[config.mk]
export PLATFORM = sky130hd
export DESIGN_NAME = store_rmw_unit
export DESIGN_NICKNAME = d
export VERILOG_FILES = /design/src/rtl/store_pkg.sv /design/src/rtl/store_lane_merge.sv /design/src/rtl/store_rmw_unit.sv
export SDC_FILE = /design/constraint.sdc
export NUM_CORES = 1
export LEC_CHECK = 0
export CORE_ASPECT_RATIO = 0.9
export CORE_MARGIN = 4
export CORE_UTILIZATION = 48
export CTS_BUF_LIST = sky130_fd_sc_hd__clkbuf_2 sky130_fd_sc_hd__clkbuf_4 sky130_fd_sc_hd__clkbuf_8
export CTS_CLUSTER_SIZE = 24
export DETAILED_ROUTE_END_ITERATION = 10
export PLACE_DENSITY_LB_ADDON = 0.25
export SETUP_SLACK_MARGIN = 0.02
export SLEW_MARGIN = 20
export SYNTH_ARGS = -nofsm -noshare
export SYNTH_HDL_FRONTEND = slang
export SYNTH_SLANG_ARGS = --single-unit
[constraint.sdc]
create_clock -name clk -period 2.03 [get_ports clk]
set_input_delay 0.406 -clock clk [delete_from_list [all_inputs] [get_ports clk]]
set_output_delay 0.406 -clock clk [all_outputs]
set_load 0.05 [all_outputs]
[src/rtl/store_pkg.sv]
// Shared encodings and byte-lane helpers for the read-modify-write store unit.
package store_pkg;

    localparam logic [1:0] SZ_WORD  = 2'b00;
    localparam logic [1:0] SZ_BYTE  = 2'b01;
    localparam logic [1:0] SZ_HALF  = 2'b10;
    localparam logic [1:0] SZ_DWORD = 2'b11;

    typedef enum logic [2:0] {
        StIdle,
        StRead,
        StWait,
        StWrite,
        StDone,
        StErr
    } state_e;

    // Byte-enable for up to 8 lanes; lanes above DATA_W/8 are never set for legal requests.
    function automatic logic [7:0] byte_en_mask(input logic [1:0] size,
                                                input logic [2:0] lane_addr,
                                                input logic       wide);
        logic [7:0] mask;
        unique case (size)
            SZ_BYTE:  mask = 8'h01 << (wide ? lane_addr : {1'b0, lane_addr[1:0]});
            SZ_HALF:  mask = 8'h03 << (wide ? {lane_addr[2:1], 1'b0} : {1'b0, lane_addr[1], 1'b0});
            SZ_WORD:  mask = wide ? (8'h0f << {lane_addr[2], 2'b00}) : 8'h0f;
            SZ_DWORD: mask = 8'hff;
            default:  mask = 8'h00;
        endcase
        return mask;
    endfunction

endpackage

[src/rtl/store_lane_merge.sv]
// Replaces the enabled byte lanes of a memory word with the pre-positioned new data.
module store_lane_merge #(
    parameter int unsigned DATA_W = 32
) (
    input  logic [DATA_W-1:0]   old_word,
    input  logic [DATA_W-1:0]   new_data,
    input  logic [DATA_W/8-1:0] byte_en,
    output logic [DATA_W-1:0]   merged
);

    always_comb begin
        merged = old_word;
        for (int i = 0; i < DATA_W / 8; i++) begin
            if (byte_en[i]) begin
                merged[8*i +: 8] = new_data[8*i +: 8];
            end
        end
    end

endmodule

[src/rtl/store_rmw_unit.sv]
// Sequential store unit: full-width stores write directly, sub-word stores read,
// merge and write back the aligned memory word.
module store_rmw_unit
    import store_pkg::*;
#(
    parameter int unsigned DATA_W  = 32,
    parameter int unsigned ADDR_W  = 32,
    parameter int unsigned MEM_LAT = 1
) (
    input  logic              clk,
    input  logic              reset,
    input  logic              st_req,
    input  logic [1:0]        st_size,
    input  logic [ADDR_W-1:0] st_addr,
    input  logic [DATA_W-1:0] st_data,
    output logic              st_ready,
    output logic              st_done,
    output logic              st_err,
    output logic [ADDR_W-1:0] mem_addr,
    output logic              mem_re,
    output logic              mem_we,
    output logic [DATA_W-1:0] mem_wdata,
    input  logic [DATA_W-1:0] mem_rdata
);

    localparam int unsigned NB    = DATA_W / 8;
    localparam int unsigned L     = $clog2(NB);
    localparam int unsigned CNT_W = $clog2(MEM_LAT + 1);
    localparam logic        WIDE  = (DATA_W == 64);

    state_e             state;
    logic [CNT_W-1:0]   wait_cnt;
    logic [DATA_W-1:0]  data_q;
    logic [NB-1:0]      be_q;

    logic               illegal;
    logic               misaligned;
    logic [7:0]         be_full;
    logic [NB-1:0]      be;
    logic [DATA_W-1:0]  shifted;
    logic [ADDR_W-1:0]  aligned;
    logic [DATA_W-1:0]  merged;

    always_comb begin
        illegal    = (st_size == SZ_DWORD) && !WIDE;
        misaligned = 1'b0;
        unique case (st_size)
            SZ_HALF:  misaligned = st_addr[0];
            SZ_WORD:  misaligned = |st_addr[1:0];
            SZ_DWORD: misaligned = WIDE && (|st_addr[2:0]);
            default:  misaligned = 1'b0;
        endcase
        be_full = byte_en_mask(st_size, st_addr[2:0], WIDE);
        be      = be_full[NB-1:0];
        // Legal requests are size-aligned, so the raw lane offset positions the data.
        shifted = st_data << {st_addr[L-1:0], 3'b000};
        aligned = {st_addr[ADDR_W-1:L], {L{1'b0}}};
    end

    if (NB < 8) begin : g_unused_lanes
        logic unused_be;
        assign unused_be = ^be_full[7:NB];
    end

    store_lane_merge #(
        .DATA_W (DATA_W)
    ) u_merge (
        .old_word (mem_rdata),
        .new_data (data_q),
        .byte_en  (be_q),
        .merged   (merged)
    );

    always_ff @(posedge clk) begin
        if (reset) begin
            state     <= StIdle;
            st_ready  <= 1'b1;
            st_done   <= 1'b0;
            st_err    <= 1'b0;
            mem_re    <= 1'b0;
            mem_we    <= 1'b0;
            mem_addr  <= '0;
            mem_wdata <= '0;
            wait_cnt  <= '0;
            data_q    <= '0;
            be_q      <= '0;
        end else begin
            st_done <= 1'b0;
            st_err  <= 1'b0;
            mem_re  <= 1'b0;
            mem_we  <= 1'b0;
            unique case (state)
                StIdle: begin
                    if (st_req) begin
                        st_ready <= 1'b0;
                        if (illegal || misaligned) begin
                            state  <= StErr;
                            st_err <= 1'b1;
                        end else begin
                            mem_addr <= aligned;
                            data_q   <= shifted;
                            be_q     <= be;
                            if (&be) begin
                                state     <= StWrite;
                                mem_we    <= 1'b1;
                                mem_wdata <= st_data;
                            end else begin
                                state  <= StRead;
                                mem_re <= 1'b1;
                            end
                        end
                    end
                end
                StRead: begin
                    state    <= StWait;
                    wait_cnt <= CNT_W'(MEM_LAT - 1);
                end
                StWait: begin
                    // Read data is valid in the last wait cycle.
                    if (wait_cnt == '0) begin
                        state     <= StWrite;
                        mem_we    <= 1'b1;
                        mem_wdata <= merged;
                    end else begin
                        wait_cnt <= wait_cnt - 1'b1;
                    end
                end
                StWrite: begin
                    state   <= StDone;
                    st_done <= 1'b1;
                end
                StDone, StErr: begin
                    state    <= StIdle;
                    st_ready <= 1'b1;
                end
                default: begin
                    state    <= StIdle;
                    st_ready <= 1'b1;
                end
            endcase
        end
    end

endmodule
# Word level (Yosys, flattened, before mapping)
# Cells that the tools add are included.
# classes
add_sub_neg	1
bitwise_logic	4
reduce_logical	14
eq_ne	10
shifts	3
n_mux	28
# ops
cell	n
$mux 32	4
$pmux 32 s2	1
$mux 8	4
$shl 32x5->32	1
$pmux 4 s4	1
$pmux 3 s4	1
$mux 1	9
$mux 3	3
$ne 2x2->1 const B	4
$pmux 1 s2	4
$eq 3x2->1 const B	2
$reduce_or 3->1	2
$reduce_and 5->1	1
$eq 2x2->1 const B	2
$not 1->1	4
$reduce_and 2->1	2
$reduce_and 4->1	1
$reduce_bool 2->1	2
$reduce_or 4->1	1
$shl 1x2->4 const A	1
$shl 2x2->4 const A	1
$eq 3x1->1 const B	1
$logic_not 3->1	1
$reduce_and 3->1	1
other kinds (6)	6
# totals
elab_cells	71
output_inout_bits	69
inputBits	101
ff_bits	107

# Longest topological paths before layout
# Gate-level depths: netlist of the first run.
# logic_depth
word_depth	7
depth_mapped	9
ltp_nobuf	6

# Hierarchy
# From an unflattened synthesis of the first run, not the netlist that was laid out.
# unflattened
hier_cells	561
area_unflattened_um2	5165.0
# modules_own_cells
module	instances	area_per_inst_um2	seq_area_each_um2	cells_each
store_rmw_unit	1	4639.4	2122.0	525
store_lane_merge	1	525.5	0.0	36

# Worst setup path after synthesis of the first run
# No wires, ideal clock.
# synth_timing
path_kind	input-to-reg
startpoint	input st_size[0]
endpoint	register mem_wdata[0]
required_ns	1.958
n_path_buf	2
setup_slack_ns	0.166
setup_ns	0.072
path_stages	8
arrival_time_ns	1.792
path_cell_list	inv_1 -> ha_1 -> o21bai_1 -> o211a_1 -> buf_2 -> a41oi_4 -> buf_6 -> mux2i_1
# synth_between
elab_chain_cells	5
word_cells_on_any_way	11
cone_classes	5 x eq/ne; 2 x mux; 4 x reduce/logical
# synth_lines
element	line_no	text
start: declaration	store_rmw_unit.sv:13	input logic [1:0] st_size,
$eq 2x2->1 (tied with other cells)	store_pkg.sv:23, store_rmw_unit.sv:45	
$pmux 4 s4 or $pmux 1 s2 (tied branches)	store_pkg.sv:23, store_rmw_unit.sv:47	
$reduce_and 4->1 or $logic_or 1x1->1 (tied branches)	store_rmw_unit.sv:103, store_rmw_unit.sv:96	
$ne 2x2->1 (no source line)	-	
$reduce_and 5->1 (no source line) *	-	
end signal: assignment	store_rmw_unit.sv:106	mem_wdata <= st_data;
end signal: assignment	store_rmw_unit.sv:123	mem_wdata <= merged;
end: declaration	store_rmw_unit.sv:22	output logic [DATA_W-1:0] mem_wdata,
# Every way passes the cells marked *; elsewhere a longest branch is shown, timed or not.
# A chain may end at the register's enable or synchronous reset.

# Worst setup path in the final report of the first run
# layout_timing
startpoint	input st_size[0]
endpoint	register data_q[9]
# layout_between
elab_chain_cells	5
word_cells_on_any_way	7
cone_classes	2 x eq/ne; 1 x mux; 1 x bitwise; 3 x reduce/logical
# layout_lines
element	line_no	text
$eq 2x2->1 or $logic_not 2->1 (tied branches)	store_rmw_unit.sv:47	unique case (st_size)
$pmux 1 s2	store_rmw_unit.sv:47	
$logic_or 1x1->1 *	store_rmw_unit.sv:96	if (illegal || misaligned) begin
$not 1->1 (no source line) *	-	
$reduce_and 3->1 (no source line) *	-	
end signal: assignment	store_rmw_unit.sv:101	data_q <= shifted;
end: declaration	store_rmw_unit.sv:33	logic [DATA_W-1:0] data_q;
# Marked as above.

==> flow_metrics.py, run 1 <==
metrics = {
    "synthesis": {
        "yosys_warnings": 0,
        "postSynth.asyncResetShare_pct": 0,
        "postSynthAreaPerCell_sq_um": 8.871,
        "list_of_most_frequent_post_synthesis_cells": "sky130_fd_sc_hd__dfxtp_1 (106), sky130_fd_sc_hd__mux2i_1 (81), sky130_fd_sc_hd__a21oi_1 (72)",
        "synth.lib_cells_used.distinct": 40,
        "synthCells": 599,
        "dominantRegCellSynth": "sky130_fd_sc_hd__dfxtp_1",
        "synth.cell_area_sq_um": 5314,
        "synth_enable_flop_cells": 0,
        "synth_top_area_share_pct": 39.93,
        "synth_seq_area_share_pct": 39.93,
        "synth_largest_area_cell": "sky130_fd_sc_hd__dfxtp_1",
        "synth_area_leaders": "sky130_fd_sc_hd__dfxtp_1 (40%), sky130_fd_sc_hd__mux2i_1 (15%), sky130_fd_sc_hd__a21oi_1 (6.8%)",
        "ys_ff_latch": 106,
        "synth.most_common_cell": "sky130_fd_sc_hd__dfxtp_1",
    },
    "floorplanning": {
        "start_util_pct": 49.16,
        "core_region_area_sq_um": 10810,
        "die-area_sq_um": 12820,
        "pin_count": 170,
        "rows": 36,
        "die_width_um": 118.9,
        "floorplan.die.height_um": 107.8,
    },
    "place": {
        "post-dp-hpwl_um": 12040,
        "place.gp.congestion": 0.9364,
        "place.port_buffers": 167,
        "placed_area_sq_um": 7239,
        "placed_cells": 882,
    },
    "drt": {
        "wirelength_um": 16550,
        "vias": 5241,
        "viasPerCell": 5.836,
        "detailedRoute.firstPassIterationCount": 5,
        "drt.antenna.violating_nets": 0,
        "initialDrtViolationCount": 445,
        "mean_routed_wirelength_per_cell_um": 18.43,
        "remaining_drc_errors": 0,
    },
    "sta": {
        "setup_ws_ns": -0.03069,
        "finalMaxSlewViolations": 0,
        "unrepaired_setup_endpoints_after_global_routing": "true",
        "finalSetupViolCount": 6,
        "layout_min_cycle_time_ns": 2.061,
        "final_min_period_over_clock_period_pct": 101.5,
        "max_slew.worst_pin.slew_ns": 0.6668,
        "number_of_endpoints_with_negative_hold_slack_in_the_final_report": 0,
        "relative_slew_slack_pct": 55.54,
        "max_clock_freq_mhz": 485.3,
        "finalClockSkew_ns": 0.01350,
    },
    "run_status": {
        "violated_checks": "setup timing",
        "status": "complete, but fails checks",
    },
    "clock_tree": {
        "worst_setup_hold_path_clk_slew_ns": 0.10,
        "htreeDepth": 3,
        "cts_tree": "built",
        "cts_buffers": 9,
        "clk_root_buffer_cell": "sky130_fd_sc_hd__clkbuf_8",
        "clock_sink_count": 106,
        "clock_insertion_delay_worst_skew_ns": 0.36,
        "postCtsHoldBufs": 0,
        "ctsLongestPathBuffers": 2,
    },
    "worst_setup_path": {
        "critical_path_buf_inv_count": 2,
        "end_kind": "flop",
        "timing.critical_path.fanout_max": 5,
        "worstRegToRegCells": 4,
        "timing.critical_path.from_type": "input port",
        "crit_type": "input port to flop",
        "critical_path_depth": 7,
        "cp_slowest_stage_delay_ns": 0.60,
        "cp_top_family": "simple AND/OR/NAND/NOR gates",
        "timing.critical_path.required_ns": 2.32,
        "cp_cell_sequence": "clkdlybuf4s50_1 -> inv_2 -> ha_4 -> a21oi_4 -> o211ai_1 -> or4_1 -> a21oi_1",
        "timing.critical_path.slowest_stage_cell": "sky130_fd_sc_hd__or4_1",
        "critical_path_arrival_ns": 2.35,
    },
    "global_route": {
        "antenna_violations_before_repair": 0,
        "grt_pass1_vias": 5035,
        "track_usage_pct": 25.05,
        "grt_first_pass_wirelength_um": 26320,
        "gr-total-overflow": 0,
        "grt_start_max_net_pins": 69,
    },
    "layout": {
        "final_cell_count_no_fill": 898,
        "drive_above_1_share_pct": 11.11,
        "area_delta_synth_final_pct": 41.82,
        "layout.cell_area.non_filler_sq_um": 7536,
        "seq_area_sq_um": 2122,
        "n_antenna_cell": 0,
        "finish.net_count": 865,
        "multiInputGateArea_sq_um": 2942,
        "n_fill_cell": 825,
    },
    "power": {
        "leakagePower_nw": 2.905,
        "max-vdd-ir-drop_uv": 480.9,
        "power_density_nw_per_um2": 772.6,
    },
    "worst_hold_path": {
        "worstHoldPathType": "input port to flop",
        "worst_hold_path.num_cells": 2,
    },
    "job": {
        "max_cap_violations": 0,
    },
}
metrics by stage:
step	hold slack (ns)	setup TNS, ns	power, mW	utilization (%)	setup WS [ns]
finish	0.4283	-0.1036	5.823	69.71	-0.03069
global route	0.4482	-0.3572	6.059	69.71	-0.04576
CTS	0.4153	0	5.817	69.35	0.06188
detailed placement	0.4395	-36.90	4.409	66.97	-0.4493
global placement	0.4330	-26.60	4.363	66.97	-0.2993
floorplan	0.4419	0	3.665	-	0.1659
cells by family (layout without fill, tap and decap cells):
family / Yosys count / after routing / synth area share [%]
other: 1 / 2 / 0.07057
buffers and inverters: 69 / 234 / 6.287
adder cells (fa/ha/maj): 3 / 3 / 0.7065
flip-flops: 106 / 106 / 39.93
multiplexers: 88 / 88 / 16.74
AND/OR/NAND/NOR: 145 / 145 / 13.96
AO/OA/AOI/OAI: 187 / 187 / 22.30
per-layer routing:
layer,GRT usage [%],part of all wire [%],up-vias
li1,-,-,2480
met1,34.47,44,2478
met2,39.88,46,243
met3,5.413,8.0,40
met4,6.782,2.2,0
met5,0,0,-
cell usage in the layout, fill, tap and decap left out, drive strengths merged, types with 30 or more instances in the layout:
master / netlist / layout
a21oi: 73 / 73
buf: 30 / 48
mux2i: 81 / 81
o21ai: 49 / 49
nand2b: 33 / 33
a211o: 32 / 32
dfxtp: 106 / 106
nor2: 47 / 47
nand3: 30 / 30
clkdlybuf4s50: 0 / 164
cell type report:
type | instances | area share (%)
tap | 133 | 2.208
inverter | 6 | 0.2989
multi-input combinational | 425 | 39.03
clock inverter | 5 | 1.063
sequential | 106 | 28.16
clock buffer | 10 | 1.743
timing repair buffer | 213 | 27.49
path summary, 6_finish.rpt:
path               from           end  slack (ns)
min reg2reg    state[0]        mem_we        0.46
min               reset  mem_addr[24]        0.43
max          st_size[0]     data_q[9]       -0.03
max reg2reg    state[1]     data_q[8]        0.32
sequential cells by signal (all words and copies together) (netlist names):
name	cells
data_q	32
state	3
mem_we	1
be_q	4
st_ready	1
mem_addr	30
st_err	1
mem_re	1
st_done	1
mem_wdata	32
where the power goes:
group          switching, mW  leakage [nW]  total, mW  internal, mW
Combinational           1.17          1.94       2.01         0.844
Sequential             0.142         0.865       2.41          2.26
Clock                  0.703         0.102       1.40         0.701
Total                   2.01          2.90       5.82          3.81
worst reg2reg max path: cells and delay by family (launching register included):
family | cells | cell delay [ns]
simple gates | 3 | 1.08
flops | 1 | 0.39
compound gates | 1 | 0.19
what timing repair did:
action,in CTS,in global routing
endpoints found under the setup margin,91,42
gates cloned,0,0
setup buffers,1,0
gates resized for setup,10,7
pin swaps,5,2
Power figures use the tool's default switching activity.
==> inputs of run 2 (changes only) <==
- CAP_MARGIN: unset -> 5
==> results of run 2 <==
Final layout, timing and power as in run 1 (identical DEF).
==> inputs of run 3 (changes only) <==
- PLACE_DENSITY: unset -> 0.79
- PLACE_DENSITY_LB_ADDON: 0.25 -> unset
- SLEW_MARGIN: 20 -> unset
==> flow_metrics.py, run 3 (synthesized netlist as in run 1, its figures left out) <==
metrics = {
    "run_status": {
        "status": "completed",
    },
    "floorplanning": {
        "rows": 36,
        "pin_count": 170,
        "floorplan.die.height_um": 107.8,
        "core_region_area_sq_um": 10810,
        "start_util_pct": 49.16,
        "die_width_um": 118.9,
        "die-area_sq_um": 12820,
    },
    "sta": {
        "fin_setup_tns_ns": 0,
        "relative_slew_slack_pct": 60.77,
        "timing.hold.ws_ns": 0.4145,
        "finalClockSkew_ns": 0.004924,
        "setup_ws_ns": 0.05187,
        "finalMaxSlewViolations": 0,
        "final_min_period_over_clock_period_pct": 97.44,
        "number_of_endpoints_with_negative_hold_slack_in_the_final_report": 0,
        "layout_min_cycle_time_ns": 1.978,
        "max_clock_freq_mhz": 505.5,
        "max_slew.worst_pin.slew_ns": 0.5885,
        "unrepaired_setup_endpoints_after_global_routing": "true",
        "finalSetupViolCount": 0,
    },
    "drt": {
        "remaining_drc_errors": 0,
        "initialDrtViolationCount": 441,
        "detailedRoute.firstPassIterationCount": 5,
        "wirelength_um": 16630,
        "mean_routed_wirelength_per_cell_um": 18.66,
        "drt.antenna.violating_nets": 0,
        "vias": 5096,
        "viasPerCell": 5.719,
    },
    "clock_tree": {
        "cts_tree": "built",
        "cts_buffers": 9,
        "clock_insertion_delay_worst_skew_ns": 0.36,
        "worst_setup_hold_path_clk_slew_ns": 0.10,
        "htreeDepth": 3,
        "clk_root_buffer_cell": "sky130_fd_sc_hd__clkbuf_8",
        "ctsLongestPathBuffers": 2,
        "clock_sink_count": 106,
    },
    "power": {
        "seq_power_share_pct": 41.5,
        "power.share.combinational_pct": 35.1,
        "power.switching_mw": 2.060,
        "power.clock.fraction_pct": 23.5,
        "max-vdd-ir-drop_uv": 436.1,
        "internal_power_mw": 3.744,
        "leakagePower_nw": 2.876,
        "power_density_nw_per_um2": 773.2,
        "p_sw_share_pct": 35.49,
    },
    "global_route": {
        "antenna_violations_before_repair": 0,
        "grt_first_pass_wirelength_um": 26610,
        "track_usage_pct": 25.49,
        "grt_start_max_net_pins": 125,
        "grt_pass1_vias": 5101,
        "gr-total-overflow": 0,
    },
    "worst_setup_path": {
        "cp_slowest_stage_delay_ns": 0.84,
        "reg2reg_from": "state[1]",
        "critical_path_buf_inv_count": 1,
        "timing.critical_path.fanout_max": 2,
        "timing.critical_path.required_ns": 1.62,
        "crit_type": "flop to output port",
        "worstRegToRegCells": 4,
        "critical_path_arrival_ns": 1.57,
        "cp_top_family": "buffers and inverters",
        "cp_cell_sequence": "clkdlybuf4s50_1",
        "timing.critical_path.slowest_stage_cell": "sky130_fd_sc_hd__clkdlybuf4s50_1",
        "r2r_slack_ns": 0.31,
        "timing.critical_path.from_type": "flop",
        "end_kind": "output port",
        "critical_path.reg2reg.endpoint": "data_q[8]",
        "critical_path_depth": 1,
    },
    "place": {
        "place.port_buffers": 167,
        "placed_cells": 871,
        "post-dp-hpwl_um": 11860,
        "dpl_worst_slack_ns": -0.4666,
        "place.gp.congestion": 0.9068,
    },
    "layout": {
        "layout_common_cells": "sky130_fd_sc_hd__clkdlybuf4s50_1 (166), sky130_fd_sc_hd__dfxtp_1 (106), sky130_fd_sc_hd__mux2i_1 (81), sky130_fd_sc_hd__a21oi_1 (72), sky130_fd_sc_hd__nor2_1 (47)",
        "reg.largest.list": "data_q (32), mem_wdata (32), mem_addr (30)",
        "finish.net_count": 858,
        "layout_commonest_cell": "sky130_fd_sc_hd__clkdlybuf4s50_1",
        "n_antenna_cell": 0,
        "final_cell_count_no_fill": 891,
        "drive_above_1_share_pct": 11.61,
        "area_delta_synth_final_pct": 41.25,
    },
    "worst_hold_path": {
        "min_delay_worst_endpoint": "state[2]",
        "worstHoldPathType": "input port to flop",
        "worstHoldStart": "reset",
        "worst_hold_path.num_cells": 3,
    },
    "job": {
        "max_cap_violations": 0,
    },
}
## run 3: changes by cell type in the layout (fill, tap and decap cells not counted), sizes merged
cell	previous run	this run
buf	48	40
clkbuf	10	11
clkinvlp	2	1
dlygate4sd2	1	0
bufinv	2	1
clkdlybuf4s50	164	166
clkinv	2	3
## run 3: repair_timing
action | in CTS | in global routing
cloned | 0 | 1
setup buffers | 2 | 2
pin swaps | 3 | 4
endpoints found under the setup margin | 86 | 91
gates resized for setup | 3 | 69
hold buffers | 0 | 0
## run 3: through the flow
stage | area (sq um) | total power, mW | utilization, %
global route | 7506 | 6.050 | 69.43
floorplan | 5318 | 3.665 | -
finish | 7506 | 5.804 | 69.43
global placement | 7159 | 4.349 | 66.23
detailed placement | 7159 | 4.389 | 66.23
CTS | 7388 | 5.743 | 68.34
## run 3: power by group through the flow
stage | clock network (mW) | logic [mW] | registers [mW]
floorplan | 0 | 0.835 | 2.83
global placement | 0 | 1.91 | 2.44
detailed placement | 0 | 1.94 | 2.45
CTS | 1.38 | 1.96 | 2.40
global route | 1.46 | 2.16 | 2.43
finish | 1.36 | 2.04 | 2.41
## run 3: area by class of cell
class | instances | area, sq um
sequential | 106 | 2122
clock inverter | 4 | 51.30
fill | 865 | 3304
tap | 133 | 166.4
timing repair buffer | 206 | 2038
inverter | 6 | 22.52
multi-input combinational | 425 | 2954
clock buffer | 11 | 151.4
## run 3: worst max-delay path by stage
stage	start	to	slack [ns]
after floorplan	st_size[0]	mem_wdata[0]	0.17
after global placement	st_size[1]	data_q[24]	-0.34
after detailed placement	st_size[1]	be_q[3]	-0.47
after CTS	st_size[1]	mem_addr[7]	0.02
after global routing	st_size[0]	mem_addr[19]	-0.05
final	mem_addr[27]	mem_addr[27]	0.05
## run 3: routing by layer
| metal | vias up | GRT usage, % | part of all wire (%) |
|---|---|---|---|
| li1 | 2474 | - | - |
| met1 | 2425 | 35.07 | 46 |
| met2 | 169 | 40.45 | 46 |
| met3 | 28 | 4.887 | 5.9 |
| met4 | 0 | 8.271 | 2.0 |
| met5 | - | 0 | 0 |
